[src/rtl/grf_scoreboard_if.sv]
// Bundle of read, issue, writeback and kill signals between the decode stage and the
// general register file scoreboard. Port i of a flattened vector occupies [i*W +: W].
interface grf_scoreboard_if #(
  parameter int DATA_W   = 32,
  parameter int ADDR_W   = 5,
  parameter int RD_PORTS = 2
);
  logic [RD_PORTS*ADDR_W-1:0] rd_addr;
  logic [RD_PORTS-1:0]        rd_need;
  logic [RD_PORTS*DATA_W-1:0] rd_data;
  logic [RD_PORTS-1:0]        rd_pend;
  logic                       stall;
  logic                       issue_valid;
  logic                       issue_we;
  logic [ADDR_W-1:0]          issue_addr;
  logic                       issue_ready;
  logic                       wb_we;
  logic [ADDR_W-1:0]          wb_addr;
  logic [DATA_W-1:0]          wb_data;
  logic                       kill_valid;
  logic [ADDR_W-1:0]          kill_addr;
  logic                       sb_err;

  modport master (
    output rd_addr, rd_need, issue_valid, issue_we, issue_addr,
           wb_we, wb_addr, wb_data, kill_valid, kill_addr,
    input  rd_data, rd_pend, stall, issue_ready, sb_err
  );

  modport slave (
    input  rd_addr, rd_need, issue_valid, issue_we, issue_addr,
           wb_we, wb_addr, wb_data, kill_valid, kill_addr,
    output rd_data, rd_pend, stall, issue_ready, sb_err
  );
endinterface

[src/rtl/grf_scoreboard.sv]
// Decode-stage register file with per-register pending-write counters and operand stall.
// Define GRF_BYPASS_EN to forward same-cycle writeback data to the read ports.
module grf_scoreboard #(
  parameter int DATA_W   = 32,
  parameter int ADDR_W   = 5,
  parameter int RD_PORTS = 2,
  parameter int CNT_W    = 2
) (
  input  logic             clk,
  input  logic             reset,
  grf_scoreboard_if.slave  bus
);

  localparam int NREG = 1 << ADDR_W;
  localparam logic [CNT_W-1:0] CNT_MAX = '1;

  logic [DATA_W-1:0] regs     [NREG];
  logic [CNT_W-1:0]  cnt      [NREG];
  logic [CNT_W-1:0]  cnt_next [NREG];
  logic [NREG-1:0]   under;
  logic              sb_err_q;

  logic issue_acc;
  logic wb_en;
  logic kill_en;

  // Register 0 is hard-wired: every event aimed at it is dropped here.
  assign bus.issue_ready = (cnt[bus.issue_addr] != CNT_MAX) || (bus.issue_addr == '0);
  assign issue_acc = bus.issue_valid && bus.issue_we && bus.issue_ready
                     && (bus.issue_addr != '0);
  assign wb_en     = bus.wb_we && (bus.wb_addr != '0);
  assign kill_en   = bus.kill_valid && (bus.kill_addr != '0);
  assign bus.sb_err = sb_err_q;

  // Returns {underflow, new_count}; a decrement below zero clamps the count at zero.
  function automatic logic [CNT_W:0] cnt_update(
    input logic [CNT_W-1:0] c,
    input logic             inc,
    input logic             dec_wb,
    input logic             dec_kill
  );
    logic [CNT_W+1:0] sum;
    logic [CNT_W+1:0] dec;
    sum = {2'b00, c} + {{(CNT_W+1){1'b0}}, inc};
    dec = {{(CNT_W+1){1'b0}}, dec_wb} + {{(CNT_W+1){1'b0}}, dec_kill};
    if (sum < dec) return {1'b1, {CNT_W{1'b0}}};
    return {1'b0, CNT_W'(sum - dec)};
  endfunction

  // NOTE: every output of a combinational block gets a default first, so no path can infer a latch.
  always_comb begin
    under = '0;
    for (int r = 0; r < NREG; r++) begin
      cnt_next[r] = cnt[r];
      {under[r], cnt_next[r]} = cnt_update(
        cnt[r],
        issue_acc && (bus.issue_addr == ADDR_W'(r)),
        wb_en     && (bus.wb_addr    == ADDR_W'(r)),
        kill_en   && (bus.kill_addr  == ADDR_W'(r)));
    end
  end

  // NOTE: the register array is reset too, because all registers must read zero straight out of reset.
  // NOTE: state is updated with non-blocking assignments so every register samples pre-edge values.
  always_ff @(posedge clk or negedge reset) begin
    if (!reset) begin
      for (int r = 0; r < NREG; r++) begin
        regs[r] <= '0;
        cnt[r]  <= '0;
      end
      sb_err_q <= 1'b0;
    end else begin
      if (wb_en) regs[bus.wb_addr] <= bus.wb_data;
      for (int r = 0; r < NREG; r++) cnt[r] <= cnt_next[r];
      if (|under) sb_err_q <= 1'b1;
    end
  end

  for (genvar i = 0; i < RD_PORTS; i++) begin : g_rd
    logic [ADDR_W-1:0] a;
    assign a = bus.rd_addr[i*ADDR_W +: ADDR_W];
`ifdef GRF_BYPASS_EN
    logic wb_hit;
    assign wb_hit = wb_en && (bus.wb_addr == a);
    assign bus.rd_data[i*DATA_W +: DATA_W] = wb_hit ? bus.wb_data : regs[a];
    // A single outstanding write that lands this cycle is satisfied by the bypass.
    assign bus.rd_pend[i] = (a != '0) &&
                            ((cnt[a] > CNT_W'(1)) || ((cnt[a] == CNT_W'(1)) && !wb_hit));
`else
    assign bus.rd_data[i*DATA_W +: DATA_W] = regs[a];
    assign bus.rd_pend[i] = (a != '0) && (cnt[a] != '0);
`endif
  end

  assign bus.stall = |(bus.rd_need & bus.rd_pend);

endmodule

[src/flat_wrapper.sv]
// flat-port wrapper written by rule: the top's interface ports become plain ports
module grf_scoreboard_flat 
#(
  parameter int DATA_W   = 32,
  parameter int ADDR_W   = 5,
  parameter int RD_PORTS = 2,
  parameter int CNT_W    = 2
)
  (clk, reset, bus_rd_addr, bus_rd_need, bus_issue_valid, bus_issue_we, bus_issue_addr, bus_wb_we, bus_wb_addr, bus_wb_data, bus_kill_valid, bus_kill_addr, bus_rd_data, bus_rd_pend, bus_stall, bus_issue_ready, bus_sb_err);
  grf_scoreboard_if #(.DATA_W(DATA_W), .ADDR_W(ADDR_W), .RD_PORTS(RD_PORTS)) bus_i ();
  input  logic clk;
  input  logic reset;
  input wire logic [$bits(bus_i.rd_addr)-1:0] bus_rd_addr;
  input wire logic [$bits(bus_i.rd_need)-1:0] bus_rd_need;
  input wire logic [$bits(bus_i.issue_valid)-1:0] bus_issue_valid;
  input wire logic [$bits(bus_i.issue_we)-1:0] bus_issue_we;
  input wire logic [$bits(bus_i.issue_addr)-1:0] bus_issue_addr;
  input wire logic [$bits(bus_i.wb_we)-1:0] bus_wb_we;
  input wire logic [$bits(bus_i.wb_addr)-1:0] bus_wb_addr;
  input wire logic [$bits(bus_i.wb_data)-1:0] bus_wb_data;
  input wire logic [$bits(bus_i.kill_valid)-1:0] bus_kill_valid;
  input wire logic [$bits(bus_i.kill_addr)-1:0] bus_kill_addr;
  output wire logic [$bits(bus_i.rd_data)-1:0] bus_rd_data;
  output wire logic [$bits(bus_i.rd_pend)-1:0] bus_rd_pend;
  output wire logic [$bits(bus_i.stall)-1:0] bus_stall;
  output wire logic [$bits(bus_i.issue_ready)-1:0] bus_issue_ready;
  output wire logic [$bits(bus_i.sb_err)-1:0] bus_sb_err;
  assign bus_i.rd_addr = bus_rd_addr;
  assign bus_i.rd_need = bus_rd_need;
  assign bus_i.issue_valid = bus_issue_valid;
  assign bus_i.issue_we = bus_issue_we;
  assign bus_i.issue_addr = bus_issue_addr;
  assign bus_i.wb_we = bus_wb_we;
  assign bus_i.wb_addr = bus_wb_addr;
  assign bus_i.wb_data = bus_wb_data;
  assign bus_i.kill_valid = bus_kill_valid;
  assign bus_i.kill_addr = bus_kill_addr;
  assign bus_rd_data = bus_i.rd_data;
  assign bus_rd_pend = bus_i.rd_pend;
  assign bus_stall = bus_i.stall;
  assign bus_issue_ready = bus_i.issue_ready;
  assign bus_sb_err = bus_i.sb_err;
  grf_scoreboard #(.DATA_W(DATA_W), .ADDR_W(ADDR_W), .RD_PORTS(RD_PORTS), .CNT_W(CNT_W)) u_core (.clk(clk), .reset(reset), .bus(bus_i));
endmodule
[config.mk]
export PLATFORM = sky130hd
export DESIGN_NAME = grf_scoreboard_flat
export DESIGN_NICKNAME = d
export VERILOG_FILES = /design/src/rtl/grf_scoreboard_if.sv /design/src/rtl/grf_scoreboard.sv /design/src/flat_wrapper.sv
export SDC_FILE = /design/constraint.sdc
export NUM_CORES = 2
export LEC_CHECK = 0
export ABC_AREA = 0
export BUFFER_PORTS_ARGS = -buffer_cell sky130_fd_sc_hd__buf_2
export CAP_MARGIN = 20
export CORE_ASPECT_RATIO = 1.1
export CORE_MARGIN = 2
export CORE_UTILIZATION = 40
export CTS_CLUSTER_DIAMETER = 30
export DETAILED_ROUTE_END_ITERATION = 6
export PLACE_DENSITY = 0.54
export SYNTH_ARGS = -nofsm -noshare
export SYNTH_HDL_FRONTEND = slang
export SYNTH_SLANG_ARGS = --single-unit
[constraint.sdc]
create_clock -name clk -period 3.3 [get_ports clk]
set_input_delay 0.33 -clock clk [delete_from_list [all_inputs] [get_ports clk]]
set_output_delay 0.33 -clock clk [all_outputs]
set_load 0.03 [all_outputs]
# ---- Yosys cells after proc, flatten, opt, wreduce, memory -nomap -nowiden
# Cells that the tools add are included.
dict set report word_totals {
  word_cells 528
  output_inout_bits 69
  input_bits 65
  regBits 1089
}
dict set report op_classes {
  bitwise 5
  reduce_logical 117
  eq_ne 94
  n_addsub 96
  n_mux 114
  n_lt_le_gt_ge 37
}
# op n
set op_table {}
lappend op_table {{1024-bit bitwise mux} 1}
lappend op_table {{32-bit binary-select mux with 5-bit select} 2}
lappend op_table {{5-bit equality test (second input constant)} 48}
lappend op_table {{3-bit 2-to-1 mux} 64}
lappend op_table {{32-bit demux with 5-bit select} 1}
lappend op_table {{32-bit 2-to-1 mux} 5}
lappend op_table {{5-bit by 4-bit equality test with 1-bit output (second input constant)} 24}
lappend op_table {{1-bit logical AND} 104}
lappend op_table {{2-bit by 1-bit adder with 3-bit output} 32}
lappend op_table {{3-bit by 2-bit less-than comparator with 1-bit output} 32}
lappend op_table {{1-bit by 1-bit adder with 2-bit output} 32}
lappend op_table {{2-bit subtractor} 32}
lappend op_table {{5-bit by 3-bit equality test with 1-bit output (second input constant)} 12}
lappend op_table {{1-bit 2-to-1 mux} 32}
lappend op_table {{32-bit OR reduction} 1}
lappend op_table {{2-bit binary-select mux with 5-bit select} 3}
lappend op_table {{5-bit by 2-bit equality test with 1-bit output (second input constant)} 6}
lappend op_table {{5-bit nonzero test} 5}
lappend op_table {{6-bit >= comparator (second input constant)} 4}
lappend op_table {{5-bit inverter with 6-bit output} 4}
lappend op_table {{5-bit by 1-bit equality test with 1-bit output (second input constant)} 3}
lappend op_table {{5-bit zero test} 3}
lappend op_table {{2-bit 2-to-1 mux} 6}
lappend op_table {{6-bit by 1-bit less-than comparator with 1-bit output (second input constant)} 1}
lappend op_table {{other kinds (5)} 6}

# ---- Depth between registers and ports, before layout
dict set report depth {
  word_depth 14
  depth_mapped 17
  mapped_depth_nobuf 15
}

# ---- Worst setup path before layout
# OpenSTA, ideal clock, no wires.
dict set report synth_path {
  path_kind {input to register}
  from {input bus_issue_addr[1]}
  to {register u_core.sb_err_q, in the netlist u_core.bus.sb_err}
  stages 16
  t_arrival_ps 2845
  setup_ps 121
  n_path_buf 2
  slack_ps 333
  required_time_ps 3179
  path_cell_list {buf_2 -> buf_2 -> nand3_1 -> o211ai_1 -> o21ai_1 -> nor3b_1 -> or4b_1 -> nor2_1 -> ha_1 -> fa_1 -> nor3b_1 -> nor2_1 -> nor4_1 -> nand4_1 -> nor2_1 -> nand2_1}
}
dict set report synth_between {
  elab_chain_cells 14
  elab_cells_between_ends 202
  classes_between {32 x add/sub; 32 x order compare; 32 x eq/ne; 67 x mux; 1 x bitwise; 38 x reduce/logical}
}
# element line_no
set synth_lines {}
lappend synth_lines {{start, declared} flat_wrapper.sv:17} ;# input wire logic [$bits(bus_i.issue_addr)-1:0] bus_issue_addr;
lappend synth_lines {{5-bit inverter with 6-bit output (not written as such)} grf_scoreboard.sv:28} ;# assign bus.issue_ready = (cnt[bus.issue_addr] != CNT_MAX) || (bus.issue_addr == '0);
lappend synth_lines {{2-bit binary-select mux with 5-bit select} grf_scoreboard.sv:28}
lappend synth_lines {{2-bit 2-to-1 mux (not written as such) (2 in a row)} grf_scoreboard.sv:28}
lappend synth_lines {{2-bit inequality test} grf_scoreboard.sv:28}
lappend synth_lines {{1-bit logical OR} grf_scoreboard.sv:28}
lappend synth_lines {{1-bit logical AND} grf_scoreboard.sv:29} ;# assign issue_acc = bus.issue_valid && bus.issue_we && bus.issue_ready
lappend synth_lines {{1-bit logical AND} grf_scoreboard.sv:30} ;# && (bus.issue_addr != '0);
lappend synth_lines {{1-bit logical AND} grf_scoreboard.sv:57} ;# issue_acc && (bus.issue_addr == ADDR_W'(r)),
lappend synth_lines {{2-bit by 1-bit adder with 3-bit output} grf_scoreboard.sv:44} ;# sum = {2'b00, c} + {{(CNT_W+1){1'b0}}, inc};
lappend synth_lines {{3-bit by 2-bit less-than comparator with 1-bit output} grf_scoreboard.sv:46} ;# if (sum < dec) return {1'b1, {CNT_W{1'b0}}};
lappend synth_lines {{1-bit 2-to-1 mux} grf_scoreboard.sv:46}
lappend synth_lines {{3-bit 2-to-1 mux} grf_scoreboard.sv:47} ;# return {1'b0, CNT_W'(sum - dec)};
lappend synth_lines {{32-bit OR reduction (*)} grf_scoreboard.sv:75} ;# if (|under) sb_err_q <= 1'b1;
lappend synth_lines {{end signal, assigned} grf_scoreboard.sv:71} ;# sb_err_q <= 1'b0;
lappend synth_lines {{end signal, assigned} grf_scoreboard.sv:75}
lappend synth_lines {{end, declared} grf_scoreboard.sv:21} ;# logic sb_err_q;
# Every way passes the cells marked *; elsewhere a longest branch is shown, timed or not. The select of a mux whose other input is x is not followed.
# A chain may end at the register's enable or synchronous reset.

# ---- Final worst setup path
dict set report layout_path {
  from {register u_core.regs[928] in the netlist's numbering}
  to {output bus_rd_data[32]}
}
dict set report layout_between {
  elab_chain_cells 3
}
# element line_no
set layout_lines {}
lappend layout_lines {{start, declared} grf_scoreboard.sv:17} ;# logic [DATA_W-1:0] regs [NREG];
lappend layout_lines {{start signal, assigned by index} grf_scoreboard.sv:73} ;# if (wb_en) regs[bus.wb_addr] <= bus.wb_data;
lappend layout_lines {{32-bit binary-select mux with 5-bit select} grf_scoreboard.sv:90} ;# assign bus.rd_data[i*DATA_W +: DATA_W] = regs[a];
lappend layout_lines {{32-bit 2-to-1 mux (not written as such) (2 in a row)} grf_scoreboard.sv:90}
lappend layout_lines {{end, declared} flat_wrapper.sv:23} ;# output wire logic [$bits(bus_i.rd_data)-1:0] bus_rd_data;
# Every way passes these cells. The select of a mux whose other input is x is not followed.

==> impl_metrics.env <==
export IMPL_tns_ns=0
export IMPL_fmax_ghz=0.315
export IMPL_grt_util_met2=0.433
export IMPL_reg2reg_depth=17
export IMPL_cts_tree="yes"
export IMPL_dpl_cell_count=6905
export IMPL_period_needed_ns=3.18
export IMPL_overflow=0
export IMPL_via_count=43500
export IMPL_grt_busiest_layer="met2"
export IMPL_hold_viol=0
export IMPL_syn_inst=4927
export IMPL_crit_family="multiplexers"
export IMPL_drtIter0Drc=3915
export IMPL_crit_type="flip-flop to output pin"
export IMPL_synth_top_cell_area_share=0.449
export IMPL_grt_use_met3=0.0508
export IMPL_root_buffer="clkbuf_16"
export IMPL_synth_edf_count=0
export IMPL_cp_start_kind="flip-flop"
export IMPL_htree_levels=5
export IMPL_io_pin_count=134
export IMPL_status="complete, no violations"
export IMPL_cts_buffer_depth=4
export IMPL_grt_pass1_wl_um=305000
export IMPL_rr_startpoint="u_core.cnt[5]$_DFF_PN0_"
export IMPL_die_height_um=413
export IMPL_grt_max_degree=97
export IMPL_rr_endpoint="u_core.bus.sb_err$_DFFE_PN0P_"
export IMPL_row_count=149
export IMPL_totalWireLength_um=207000
export IMPL_synthTopCellsByArea="dfrtp_1 45%, mux4_2 24%, mux2_2 10%"
export IMPL_path_clk_slew_ns=0.05
export IMPL_yosysWarnings=0
export IMPL_viasPerCell=5.85
export IMPL_fin_crit_sh=0.963
export IMPL_ys_ff_latch=1089
export IMPL_synth_seq_area_share=0.449
export IMPL_ant_nets=0
export IMPL_reg2reg_slack_ns=0.19
export IMPL_crit_slowest_cell="mux4_2"
export IMPL_power_leakage_nw=34.8
export IMPL_hold_class="input pin to asynchronous set/reset pin"
export IMPL_crit_arrival_ns=2.85
export IMPL_die_area_um2=155000
export IMPL_yosys_area_top_type="dfrtp_1"
export IMPL_drv_cap=0
export IMPL_nets=5496
export IMPL_p_per_area_nw_per_um2=724
export IMPL_path_buf_inv=1
export IMPL_die_w_um=375
export IMPL_crit_path_cell_trace="mux4_2 -> mux4_2 -> mux2_2 -> buf_2"
export IMPL_cp_end_kind="output pin"
export IMPL_clkSinkCount=1089
export IMPL_area_growth_syn_to_layout_pct=24.3
export IMPL_grt_usage=0.270
export IMPL_drc_errors=0
export IMPL_final_max_slew_viol_count=0
export IMPL_crit_path_max_incr_delay_ns=0.49
export IMPL_grtUsageMet1=0.365
export IMPL_dp_hpwl_um=118000
export IMPL_ir_worst_vdd_mv=0.445
export IMPL_syn_area_um2=60700
export IMPL_port_buffer_count=133
export IMPL_crit_required_ns=2.97
export IMPL_finalClockSkew_ns=0.0227
export IMPL_p_total_mw=54.6
export IMPL_layout_drive_gt1_share=0.402
export IMPL_drtPass1Iterations=5
export IMPL_worstMarginPinSlew_ns=1.02
export IMPL_antenna_found_initial=14
export IMPL_async_flop_share=1.00
export IMPL_crit_path_max_fanout=3
export IMPL_crit_top_cell="mux4_2"
export IMPL_grt_pass1_vias=44700
export IMPL_fill_cells=12900
export IMPL_initial_core_util=0.404
export IMPL_slew_headroom=0.323
export IMPL_clock_latency_ns=0.89
export IMPL_coreArea_um2=150000
export IMPL_final_cells=7439
export IMPL_synth_main_ff_cell="dfrtp_1"
export IMPL_place_congestion=0.878
export IMPL_seq_area_um2=27300
export IMPL_wl_per_cell_um=27.8
export IMPL_synth_avg_cell_area_um2=12.3
export IMPL_cts_inserted_buffers=288
export IMPL_synth_distinct_cells=50
export IMPL_setup_viol=0
export IMPL_multi_input_area_um2=31500
-- cells by family (layout without fill, tap and decap cells) --
| kind of cell | count (synthesis) | count (layout) | synth area share |
|---|---|---|---|
| and+or+nand+nor | 1799 | 1799 | 0.117 |
| muxes | 1225 | 1225 | 0.347 |
| DFF | 1089 | 1089 | 0.449 |
| buffers and inverters | 532 | 1076 | 0.0362 |
| adders and majority gates | 160 | 160 | 0.0369 |
| AOI/OAI and AO/OA | 89 | 89 | 0.00839 |
| xor gates and xnor gates | 32 | 32 | 0.00462 |
| other | 1 | 6 | 0.0000618 |
-- layer usage --
| metal | vias up | wire length [um] |
|---|---|---|
| met3 | 457 | 15700 |
| li1 | 18200 | - |
| met2 | 1881 | 98500 |
| met4 | 6 | 7600 |
| met5 | - | 31 |
| met1 | 22900 | 84800 |
-- registers in the layout, summed over array words and instances, names as in the netlist --
name               cells
u_core.regs         1024
u_core.bus.sb_err      1
u_core.cnt            64
-- worst max-delay path by stage --
stage,from,end,cells past startpoint
6_report,u_core.regs[928]$_DFFE_PN0P_,bus_rd_data[32],4
5_1_grt,u_core.cnt[1]$_DFF_PN0_,u_core.bus.sb_err$_DFFE_PN0P_,17
4_1_cts,u_core.cnt[26]$_DFF_PN0_,bus_stall,10
3_5_place_dp,bus_issue_addr[1],u_core.bus.sb_err$_DFFE_PN0P_,17
3_3_place_gp,bus_issue_addr[1],u_core.bus.sb_err$_DFFE_PN0P_,19
2_1_floorplan,bus_issue_addr[1],u_core.bus.sb_err$_DFFE_PN0P_,16
-- Yosys cell counts (all sizes together), types with 4 or more instances --
| library cell | count |
|---|---|
| xnor2 | 32 |
| nor3 | 39 |
| and2 | 32 |
| ha | 128 |
| or2 | 8 |
| inv | 85 |
| fa | 32 |
| nand2 | 1477 |
| nor4 | 8 |
| nor2 | 159 |
| dfrtp | 1089 |
| nand4 | 8 |
| nand2b | 11 |
| mux2 | 576 |
| o211ai | 5 |
| mux4 | 648 |
| nor3b | 13 |
| clkbuf | 297 |
| a21oi | 43 |
| a31oi | 4 |
| buf | 150 |
| or3 | 7 |
| nor2b | 5 |
| o21ai | 22 |
| nand3 | 22 |
-- worst reg2reg max path, cell delays in order (launching register included) --
cell and delay, ns:
dfrtp_1 0.41, nand2_1 0.09, o21ai_2 0.06, mux4_2 0.48, nand2b_4 0.16, or2_4 0.26, buf_4 0.14, nor2_2 0.10
ha_1 0.13, inv_1 0.04, ha_1 0.20, nor2_1 0.14, a21oi_2 0.09, nor4_2 0.26, buf_4 0.15, nand4_1 0.09
nor2_1 0.12, nand2_1 0.06
-- through the flow --
stage	setup slack, ns	hold WS [ns]	cell area, um2	util
2_1_floorplan	0.333	0.0344	60700	-
3_3_place_gp	-0.222	0.332	65400	0.435
3_5_place_dp	-0.236	0.332	65400	0.435
4_1_cts	0.0272	0.00791	75300	0.501
5_1_grt	-0.0119	0.0405	75400	0.502
6_report	0.123	0.0346	75400	0.502
-- layout make-up --
class,instances,share of cell area
clock inverters,118,0.0188
repair buffers,499,0.0569
multi-input cells,3308,0.418
flip-flops and latches,1089,0.361
well taps,1963,0.0326
inverters,85,0.00430
clock buffers,374,0.108
diodes,3,0.0000995
-- cell usage in the layout (no fill, tap or decap), drive strengths merged, types with 4 or more instances in the layout --
cell type    Yosys  layout
a21oi           43      43
a31oi            4       4
and2            32      32
buf            150     466
bufinv           0      26
clkbuf         297     374
clkinv           0      52
clkinvlp         0      30
dfrtp         1089    1089
dlygate4sd3      0      33
fa              32      32
ha             128     128
inv             85      95
mux2           576     576
mux4           648     648
nand2         1477    1477
nand2b          11      11
nand3           22      22
nand4            8       8
nor2           159     159
nor2b            5       5
nor3            39      39
nor3b           13      13
nor4             8       8
o211ai           5       5
o21ai           22      22
or2              8       8
or3              7       7
xnor2           32      32
-- power by group --
group	leakage, nW	total [mW]	switching [mW]	internal, mW
Sequential	14.1	17.8	1.86	15.9
Combinational	16.1	9.23	4.14	5.09
Clock	4.63	27.6	8.42	19.2
Total	34.8	54.6	14.4	40.2
-- repair_timing --
action,4_1_cts,5_1_grt
pin swaps,1,16
buffers inserted,2,4
hold buffers,33,0
gates resized for setup,4,33
endpoints found under the hold margin,1016,0
endpoints found under the setup margin,1,3
Power figures use the tool's default switching activity.
